[config.mk]
export PLATFORM = sky130hd
export DESIGN_NAME = ci_fir_engine
export DESIGN_NICKNAME = d
export VERILOG_FILES = /design/src/rtl/ci_fir_pkg.sv /design/src/rtl/ci_fir_mac.sv /design/src/rtl/ci_fir_engine.sv
export SDC_FILE = /design/constraint.sdc
export NUM_CORES = 1
export LEC_CHECK = 0
export CAP_MARGIN = 20
export CORE_UTILIZATION = 45
export CTS_CLUSTER_DIAMETER = 80
export DETAILED_ROUTE_END_ITERATION = 8
export SLEW_MARGIN = 20
export SYNTH_ARGS = -nofsm -noshare
export SYNTH_HDL_FRONTEND = slang
export SYNTH_SLANG_ARGS = --single-unit
[constraint.sdc]
create_clock -name clk -period 7.3 [get_ports clk]
set_clock_uncertainty 0.15 [all_clocks]
set_input_delay 1.825 -clock clk [delete_from_list [all_inputs] [get_ports clk]]
set_output_delay 1.825 -clock clk [all_outputs]
set_load 0.02 [all_outputs]
[src/rtl/ci_fir_pkg.sv]
// Shared definitions for the FIR custom-instruction engine: opcodes, FSM states
// and the accumulator width helper.
package ci_fir_pkg;

    localparam logic [1:0] OP_LOAD_COEF = 2'd0;
    localparam logic [1:0] OP_PUSH      = 2'd1;
    localparam logic [1:0] OP_CLEAR     = 2'd2;
    localparam logic [1:0] OP_READ_LAST = 2'd3;

    typedef enum logic [1:0] {
        IDLE = 2'd0,
        MAC  = 2'd1,
        FIN  = 2'd2
    } fir_state_e;

    // Width that holds TAPS full-precision products without overflow.
    function automatic int accWidth(input int dataW, input int coefW, input int taps);
        return dataW + coefW + $clog2(taps);
    endfunction

endpackage

[src/rtl/ci_fir_mac.sv]
// Registered signed multiplier feeding an accumulator; accSum_o already includes
// the product currently held in the pipeline register.
module ci_fir_mac #(
    parameter int DATA_W = 9,
    parameter int COEF_W = 12,
    parameter int ACC_W  = 25
) (
    input  logic                     clk,
    input  logic                     reset,
    input  logic                     ce_i,
    input  logic                     clear_i,
    input  logic                     en_i,
    input  logic signed [DATA_W-1:0] sample_i,
    input  logic signed [COEF_W-1:0] coef_i,
    output logic signed [ACC_W-1:0]  accSum_o
);

    localparam int PROD_W = DATA_W + COEF_W;

    logic signed [PROD_W-1:0] prod_q;
    logic                     prodValid_q;
    logic signed [ACC_W-1:0]  acc_q;
    logic signed [ACC_W-1:0]  prodExt;

    assign prodExt  = prodValid_q ? {{(ACC_W-PROD_W){prod_q[PROD_W-1]}}, prod_q} : '0;
    assign accSum_o = acc_q + prodExt;

    always_ff @(posedge clk) begin
        if (reset) begin
            prod_q      <= '0;
            prodValid_q <= 1'b0;
            acc_q       <= '0;
        end else if (ce_i) begin
            if (clear_i) begin
                prod_q      <= '0;
                prodValid_q <= 1'b0;
                acc_q       <= '0;
            end else begin
                acc_q       <= accSum_o;
                prodValid_q <= en_i;
                if (en_i) begin
                    prod_q <= PROD_W'(sample_i) * PROD_W'(coef_i);
                end
            end
        end
    end

endmodule

[src/rtl/ci_fir_engine.sv]
// Multi-cycle FIR custom instruction: coefficient bank, sample delay line and a
// sequential MAC walk; done is raised by the FSM when the datapath finishes.
module ci_fir_engine
    import ci_fir_pkg::*;
#(
    parameter int TAPS   = 16,
    parameter int DATA_W = 9,
    parameter int COEF_W = 12,
    parameter int SHIFT  = 0
) (
    input  logic        clk,
    input  logic        reset,
    input  logic        clk_en_i,
    input  logic        start_i,
    input  logic [1:0]  n_i,
    input  logic [31:0] dataa_i,
    input  logic [31:0] datab_i,
    output logic [31:0] result_o,
    output logic        done_o
);

    localparam int ACC_W = accWidth(DATA_W, COEF_W, TAPS);
    localparam int IDX_W = $clog2(TAPS);

    if (ACC_W > 32) begin : gAccTooWide
        $error("ci_fir_engine: accumulator width exceeds 32 bits");
    end
    if (TAPS < 2 || TAPS > 64) begin : gTapsRange
        $error("ci_fir_engine: TAPS must lie in 2..64");
    end

    fir_state_e               state_q, state_d;
    logic [IDX_W-1:0]         idx_q, idx_d;
    logic [31:0]              result_q, result_d;
    logic [31:0]              last_q, last_d;
    logic                     done_q, done_d;
    logic signed [COEF_W-1:0] coef_q [TAPS];
    logic signed [DATA_W-1:0] x_q [TAPS];

    logic                     loadCoef, pushSample, clearLine, macClear, macEn;
    logic                     coefIdxOk;
    logic signed [DATA_W-1:0] macSample;
    logic signed [COEF_W-1:0] macCoef;
    logic signed [ACC_W-1:0]  accSum;
    logic signed [ACC_W-1:0]  accShifted;
    logic [31:0]              finalResult;
    logic                     unusedBits;

    assign coefIdxOk   = datab_i < 32'(TAPS);
    assign macSample   = x_q[idx_q];
    assign macCoef     = coef_q[idx_q];
    assign accShifted  = accSum >>> SHIFT;
    assign finalResult = 32'(accShifted);
    assign result_o    = result_q;
    assign done_o      = done_q & clk_en_i;
    // Only the low operand bits carry a sample or coefficient.
    assign unusedBits  = ^dataa_i;

    ci_fir_mac #(
        .DATA_W(DATA_W),
        .COEF_W(COEF_W),
        .ACC_W (ACC_W)
    ) uMac (
        .clk     (clk),
        .reset   (reset),
        .ce_i    (clk_en_i),
        .clear_i (macClear),
        .en_i    (macEn),
        .sample_i(macSample),
        .coef_i  (macCoef),
        .accSum_o(accSum)
    );

    always_comb begin
        state_d    = state_q;
        idx_d      = idx_q;
        result_d   = result_q;
        last_d     = last_q;
        done_d     = 1'b0;
        loadCoef   = 1'b0;
        pushSample = 1'b0;
        clearLine  = 1'b0;
        macClear   = 1'b0;
        macEn      = 1'b0;
        case (state_q)
            IDLE: begin
                if (start_i) begin
                    case (n_i)
                        OP_LOAD_COEF: begin
                            done_d   = 1'b1;
                            loadCoef = coefIdxOk;
                            result_d = coefIdxOk ? 32'h0 : 32'hFFFF_FFFF;
                        end
                        OP_PUSH: begin
                            pushSample = 1'b1;
                            macClear   = 1'b1;
                            idx_d      = '0;
                            state_d    = MAC;
                        end
                        OP_CLEAR: begin
                            clearLine = 1'b1;
                            result_d  = 32'h0;
                            done_d    = 1'b1;
                        end
                        default: begin
                            result_d = last_q;
                            done_d   = 1'b1;
                        end
                    endcase
                end
            end
            MAC: begin
                macEn = 1'b1;
                idx_d = idx_q + IDX_W'(1);
                if (idx_q == IDX_W'(TAPS-1)) begin
                    state_d = FIN;
                end
            end
            // The final product is still in the multiplier register, so the
            // result is taken from the accumulator's running sum.
            FIN: begin
                result_d = finalResult;
                last_d   = finalResult;
                done_d   = 1'b1;
                state_d  = IDLE;
            end
            default: state_d = IDLE;
        endcase
    end

    always_ff @(posedge clk) begin
        if (reset) begin
            state_q  <= IDLE;
            idx_q    <= '0;
            result_q <= '0;
            last_q   <= '0;
            done_q   <= 1'b0;
            for (int k = 0; k < TAPS; k++) begin
                coef_q[k] <= '0;
                x_q[k]    <= '0;
            end
        end else if (clk_en_i) begin
            state_q  <= state_d;
            idx_q    <= idx_d;
            result_q <= result_d;
            last_q   <= last_d;
            done_q   <= done_d;
            if (loadCoef) begin
                coef_q[datab_i[IDX_W-1:0]] <= dataa_i[COEF_W-1:0];
            end
            if (pushSample) begin
                for (int k = TAPS-1; k > 0; k--) begin
                    x_q[k] <= x_q[k-1];
                end
                x_q[0] <= dataa_i[DATA_W-1:0];
            end else if (clearLine) begin
                for (int k = 0; k < TAPS; k++) begin
                    x_q[k] <= '0;
                end
            end
        end
    end

endmodule

# Word-level counts from Yosys, hierarchy flattened
# Memory sizes are Yosys's and may differ from the RTL's. A register that Yosys moved wholly into a read port is not among the register bits.
# Index checks and enable logic that the tools add are counted.
# totals
ff_bits	111
latch_bits	0
ramBits	336
romBits	0
mem_count	2
# mem_list
name	depth	width	rd	rd_clocked_by_memory_dff	write_ports	line	rtl
coef_q	16	12	1	1	16	ci_fir_engine.sv:37	logic signed [COEF_W-1:0] coef_q [TAPS];
x_q	16	9	16	1	16	ci_fir_engine.sv:38	logic signed [DATA_W-1:0] x_q [TAPS];
# classes
n_addsub	2
n_mul	1
n_div	0
order_cmp	1
eq_ne	9
shifts	0
muxes	83
n_bitwise	33
n_reduce_logical	11
# ops
cell	count
9-bit two-way mux	32
32-bit case mux with 3 select lines	1
32-bit two-way mux	2
32-bit case mux with 2 select lines	1
25-bit two-way mux	2
21-bit two-way mux	2
32-bit by 5-bit less-than comparator with 1-bit output (second input constant)	1
1-bit bitwise OR	32
1-bit two-way mux	29
4-bit two-way mux	7
25-bit adder	1
9-bit by 12-bit multiplier with 21-bit output	1
12-bit two-way mux	1
4-bit AND reduction	3
12-bit OR reduction	1
4-bit case mux with 2 select lines	1
2-bit two-way mux	3
2-bit inequality test (second input constant)	3
2-bit nonzero test	3
4-bit by 1-bit adder with 4-bit output (second input constant)	1
2-bit by 1-bit == test with 1-bit output (second input constant)	2
2-bit == test (second input constant)	2
4-bit == test (second input constant)	1
2-bit zero test	2
other kinds (5)	6

# Logic depth before layout (Yosys ltp)
# logic_depth
word_depth	10
ltp_mapped	25
mapped_depth_nobuf	22

# Hierarchy
# Synthesis repeated with hierarchy kept, for this count alone.
# unflattened
hier_cells	2072
area_unflattened_um2	24845.1
# modules_own_cells
module	n_inst	cells_each	area_per_inst_um2	seq_area_each_um2
ci_fir_engine	1	1309	18144.9	11310.8
ci_fir_mac	1	763	6700.2	940.9

# Worst setup path after synthesis
# Ideal clock, no wire load.
# synth_path
path_kind	register to register
startpoint	reg with a tool-made name
endpoint	reg uMac.prod_q[18]
setup_time_ps	123
arrival_time_ps	6321
slack_ps	705
path_stages_with_launch	24
cell_sequence	dfxtp_1 buf_2 buf_1 mux4_2 mux4_2 buf_2 nand2_1 inv_2 fa_1 inv_1 fa_1 inv_1 fa_1 fa_1 ha_1 ha_1 a21o_1 a21o_1 a21oi_1 o21ai_0 a31o_2 a21oi_1 xor2_1 o21ai_0
# synth_lines
item	line	rtl
to (signal assigned)	ci_fir_mac.sv:42	prod_q <= PROD_W'(sample_i) * PROD_W'(coef_i);
to (decl)	ci_fir_mac.sv:20	logic signed [PROD_W-1:0] prod_q;

==> flow_metrics.env <==
export IMPL_status="finished clean"
export IMPL_routabilityCongestion=0.838
export IMPL_clkTransAtPathRegs_ps=60
export IMPL_drc=0
export IMPL_antenna_found_initial=1
export IMPL_synth_main_ff_cell="edfxtp_1"
export IMPL_dr_first_iter_drc_count=1159
export IMPL_async_flop_share_pct=0
export IMPL_synth_most_common_cell="and2_1"
export IMPL_nFillCells=4681
export IMPL_fin_crit_ps=6910
export IMPL_cp_required_ps=7580
export IMPL_avgSynthCellArea_um2=12.1
export IMPL_hold_path_class="register to register"
export IMPL_post_cts_repair_setup_buffers=0
export IMPL_io_pins=103
export IMPL_synth_commonest_cells="and2_1 (414), edfxtp_1 (336), nand2_1 (131), dfxtp_1 (108), nor2_1 (108)"
export IMPL_power_internal_w=0.00441
export IMPL_ctsRootBufferMaster="clkbuf_16"
export IMPL_overflow=0
export IMPL_max_clock_path_buffers=3
export IMPL_worstHoldPathCells=2
export IMPL_rsz0062_at_grt="no"
export IMPL_grt_pass1_vias=16102
export IMPL_drtAntennaViolNets=0
export IMPL_worst_hold_path_endpoint="uMac.prod_q[16]$_SDFFE_PP0P_"
export IMPL_clock_latency_ps=600
export IMPL_die_w_um=236
export IMPL_grt_use_total_pct=20.3
export IMPL_drv_slew=0
export IMPL_port_buffers=82
export IMPL_synth_top_area_share_pct=41.0
export IMPL_switching_power_w=0.00148
export IMPL_avgRoutedWirePerCell_um=19.8
export IMPL_finish_net_count=2326
export IMPL_switching_share_pct=25.1
export IMPL_relSlewSlack_pct=26.0
export IMPL_drive_gt1_share_pct=12.1
export IMPL_placed_cells=2737
export IMPL_clockPowerShare_pct=39.0
export IMPL_grt_pass1_wl_mm=88.9
export IMPL_syn_nets=2268
export IMPL_min_period_over_period_pct=94.7
export IMPL_seq_power_share_pct=48.1
export IMPL_numCtsBuffers=48
export IMPL_p_leak_nw=10.8
export IMPL_synth_area_leaders="edfxtp_1 (41%), and2_1 (11%), mux4_2 (9.5%), dfxtp_1 (8.8%), fa_1 (7.5%)"
export IMPL_yosys_warnings=0
export IMPL_end_kind="register"
export IMPL_viasPerCell=5.52
export IMPL_yosysUniqueCellTypes=69
export IMPL_cts_resized=0
export IMPL_die_y_um=236
export IMPL_clock_sinks=444
export IMPL_hp_start="uMac.prod_q[16]$_SDFFE_PP0P_"
export IMPL_netlist_area_um2=24600
export IMPL_worstRegToRegCells=19
export IMPL_drt_total_wl_mm=56.0
export IMPL_r2r_end="uMac.prod_q[18]$_SDFFE_PP0P_"
export IMPL_synth_seq_cells=444
export IMPL_pwr_share_comb_pct=12.9
export IMPL_drv_cap=0
export IMPL_initial_core_util_pct=45.7
export IMPL_grt_max_degree=145
export IMPL_place_hpwl_mm=37.9
export IMPL_synth_top_area_cell="edfxtp_1"
export IMPL_tightest_slew_ps=1110
export IMPL_num_rows=85
export IMPL_critPathKind="register to register"
export IMPL_finalSetupViolCount=0
export IMPL_cts_htree_levels=2
export IMPL_start_kind="register"
export IMPL_ir_worst_vdd_mv=0.167
export IMPL_crit_arrival_ps=7190
export IMPL_coreArea_um2=53900
export IMPL_fmax_ghz=0.145
export IMPL_worst_path_max_fanout=25
export IMPL_synth_edf_count=336
export IMPL_power_density_nw_per_um2=212
export IMPL_postCtsHoldBufs=0
export IMPL_ys_seq_area_share_pct=49.8
export IMPL_diodes=0
export IMPL_finalHoldViolCount=0
export IMPL_syn2layout_area_growth_pct=12.8
export IMPL_r2r_slack_ps=390
export IMPL_instances_no_fill=2828
export IMPL_tns_ps=0
export IMPL_syn_inst=2037
export IMPL_dieArea_um2=55600
export IMPL_cts_tree="built"
export IMPL_first_pass_iters=6
export IMPL_vias=15602
## layer usage
metal | global-route usage [%] | vias up | share of wire, %
met5 | 0 | - | 0
met3 | 2.53 | 73 | 3.6
met1 | 28.0 | 7938 | 46
met4 | 5.57 | 0 | 2.0
met2 | 33.9 | 278 | 49
li1 | - | 7313 | -
## worst max path at each step
stage / end / cells after the start / slack [ps] / from
finish: uMac.prod_q[18]$_SDFFE_PP0P_ / 19 / 390 / register
global route: uMac.prod_q[18]$_SDFFE_PP0P_ / 21 / 60 / register
CTS: uMac.prod_q[18]$_SDFFE_PP0P_ / 21 / 250 / register
detailed placement: uMac.prod_q[18]$_SDFFE_PP0P_ / 21 / 320 / register
global placement: uMac.prod_q[18]$_SDFFE_PP0P_ / 21 / 340 / register
floorplan: uMac.prod_q[18]$_SDFFE_PP0P_ / 23 / 710 / register
## per-stage QoR
step | utilization [%] | instance area (um^2) | hold slack [ps] | power, W | setup slack (ps)
6_report | 51.5 | 27800 | 300 | 0.00589 | 387
5_1_grt | 51.5 | 27800 | 330 | 0.00614 | 58.6
4_1_cts | 51.4 | 27700 | 302 | 0.00595 | 247
3_5_place_dp | 48.7 | 26200 | 289 | 0.00366 | 324
3_3_place_gp | 48.7 | 26200 | 288 | 0.00364 | 342
2_1_floorplan | - | 24600 | 267 | 0.00342 | 705
## worst max-delay path, cell delays in order (launching register included)
cell	delay [ps]
dfxtp_4	670
buf_4	320
mux4_2	410
mux4_2	630
and2_1	230
fa_1	450
fa_1	550
inv_1	50
fa_1	470
inv_1	60
fa_1	470
ha_1	300
ha_1	320
a21o_1	210
a211oi_1	440
o211ai_1	250
a31o_2	280
a21oi_1	170
xor2_1	200
o21ai_0	100
## logic make-up after synthesis
| family | synth area share (%) |
|---|---|
| AO/OA/AOI/OAI | 6.53 |
| XOR/XNOR | 1.21 |
| AND/OR/NAND/NOR | 17.9 |
| flip-flops | 49.8 |
| multiplexers | 9.84 |
| buffers and inverters | 3.78 |
| adder cells (fa/ha/maj) | 11.0 |
## state kept, by name, indices dropped and copies added, names as in the netlist, named ones only
signal	count
last_q	25
x_q	144
result_o	25
state_q	2
uMac.acc_q	25
uMac.prodValid_q	1
idx_q	4
coef_q	192
uMac.prod_q	21
done_q	1
## layout by cell type (no fill, tap or decap), types with 15 or more instances in the layout
cell type	count
nor2_1	107
nor3_1	28
and2_1	414
edfxtp_1	336
nand2_1	131
a211oi_1	16
a21o_1	22
a22oi_1	18
clkdlybuf4s50_1	81
clkbuf_16	48
clkbuf_1	15
mux4_2	104
o21ai_0	30
buf_4	46
nand3_1	26
inv_1	99
xnor2_1	20
a21oi_1	98
fa_1	92
ha_1	69
or2_2	18
dfxtp_1	105
## power by group through the flow
| stage | Sequential [W] | Combinational (W) | Clock [W] |
|---|---|---|---|
| 6_report | 0.00283 | 0.000760 | 0.00230 |
| 5_1_grt | 0.00284 | 0.000867 | 0.00243 |
| 4_1_cts | 0.00283 | 0.000776 | 0.00234 |
| 3_5_place_dp | 0.00289 | 0.000773 | 0 |
| 3_3_place_gp | 0.00288 | 0.000762 | 0 |
| 2_1_floorplan | 0.00288 | 0.000540 | 0 |
## area by class of cell
class | instances | area (um^2) | area share, %
clock inverters | 24 | 208 | 0.748
clock buffers | 63 | 1260 | 4.53
multi-input cells | 1364 | 11500 | 41.3
inverters | 101 | 379 | 1.37
flip-flops and latches | 444 | 12300 | 44.2
well taps | 696 | 871 | 3.14
repair buffers | 136 | 1330 | 4.78
Note: power is estimated with default switching activity, not from simulation.
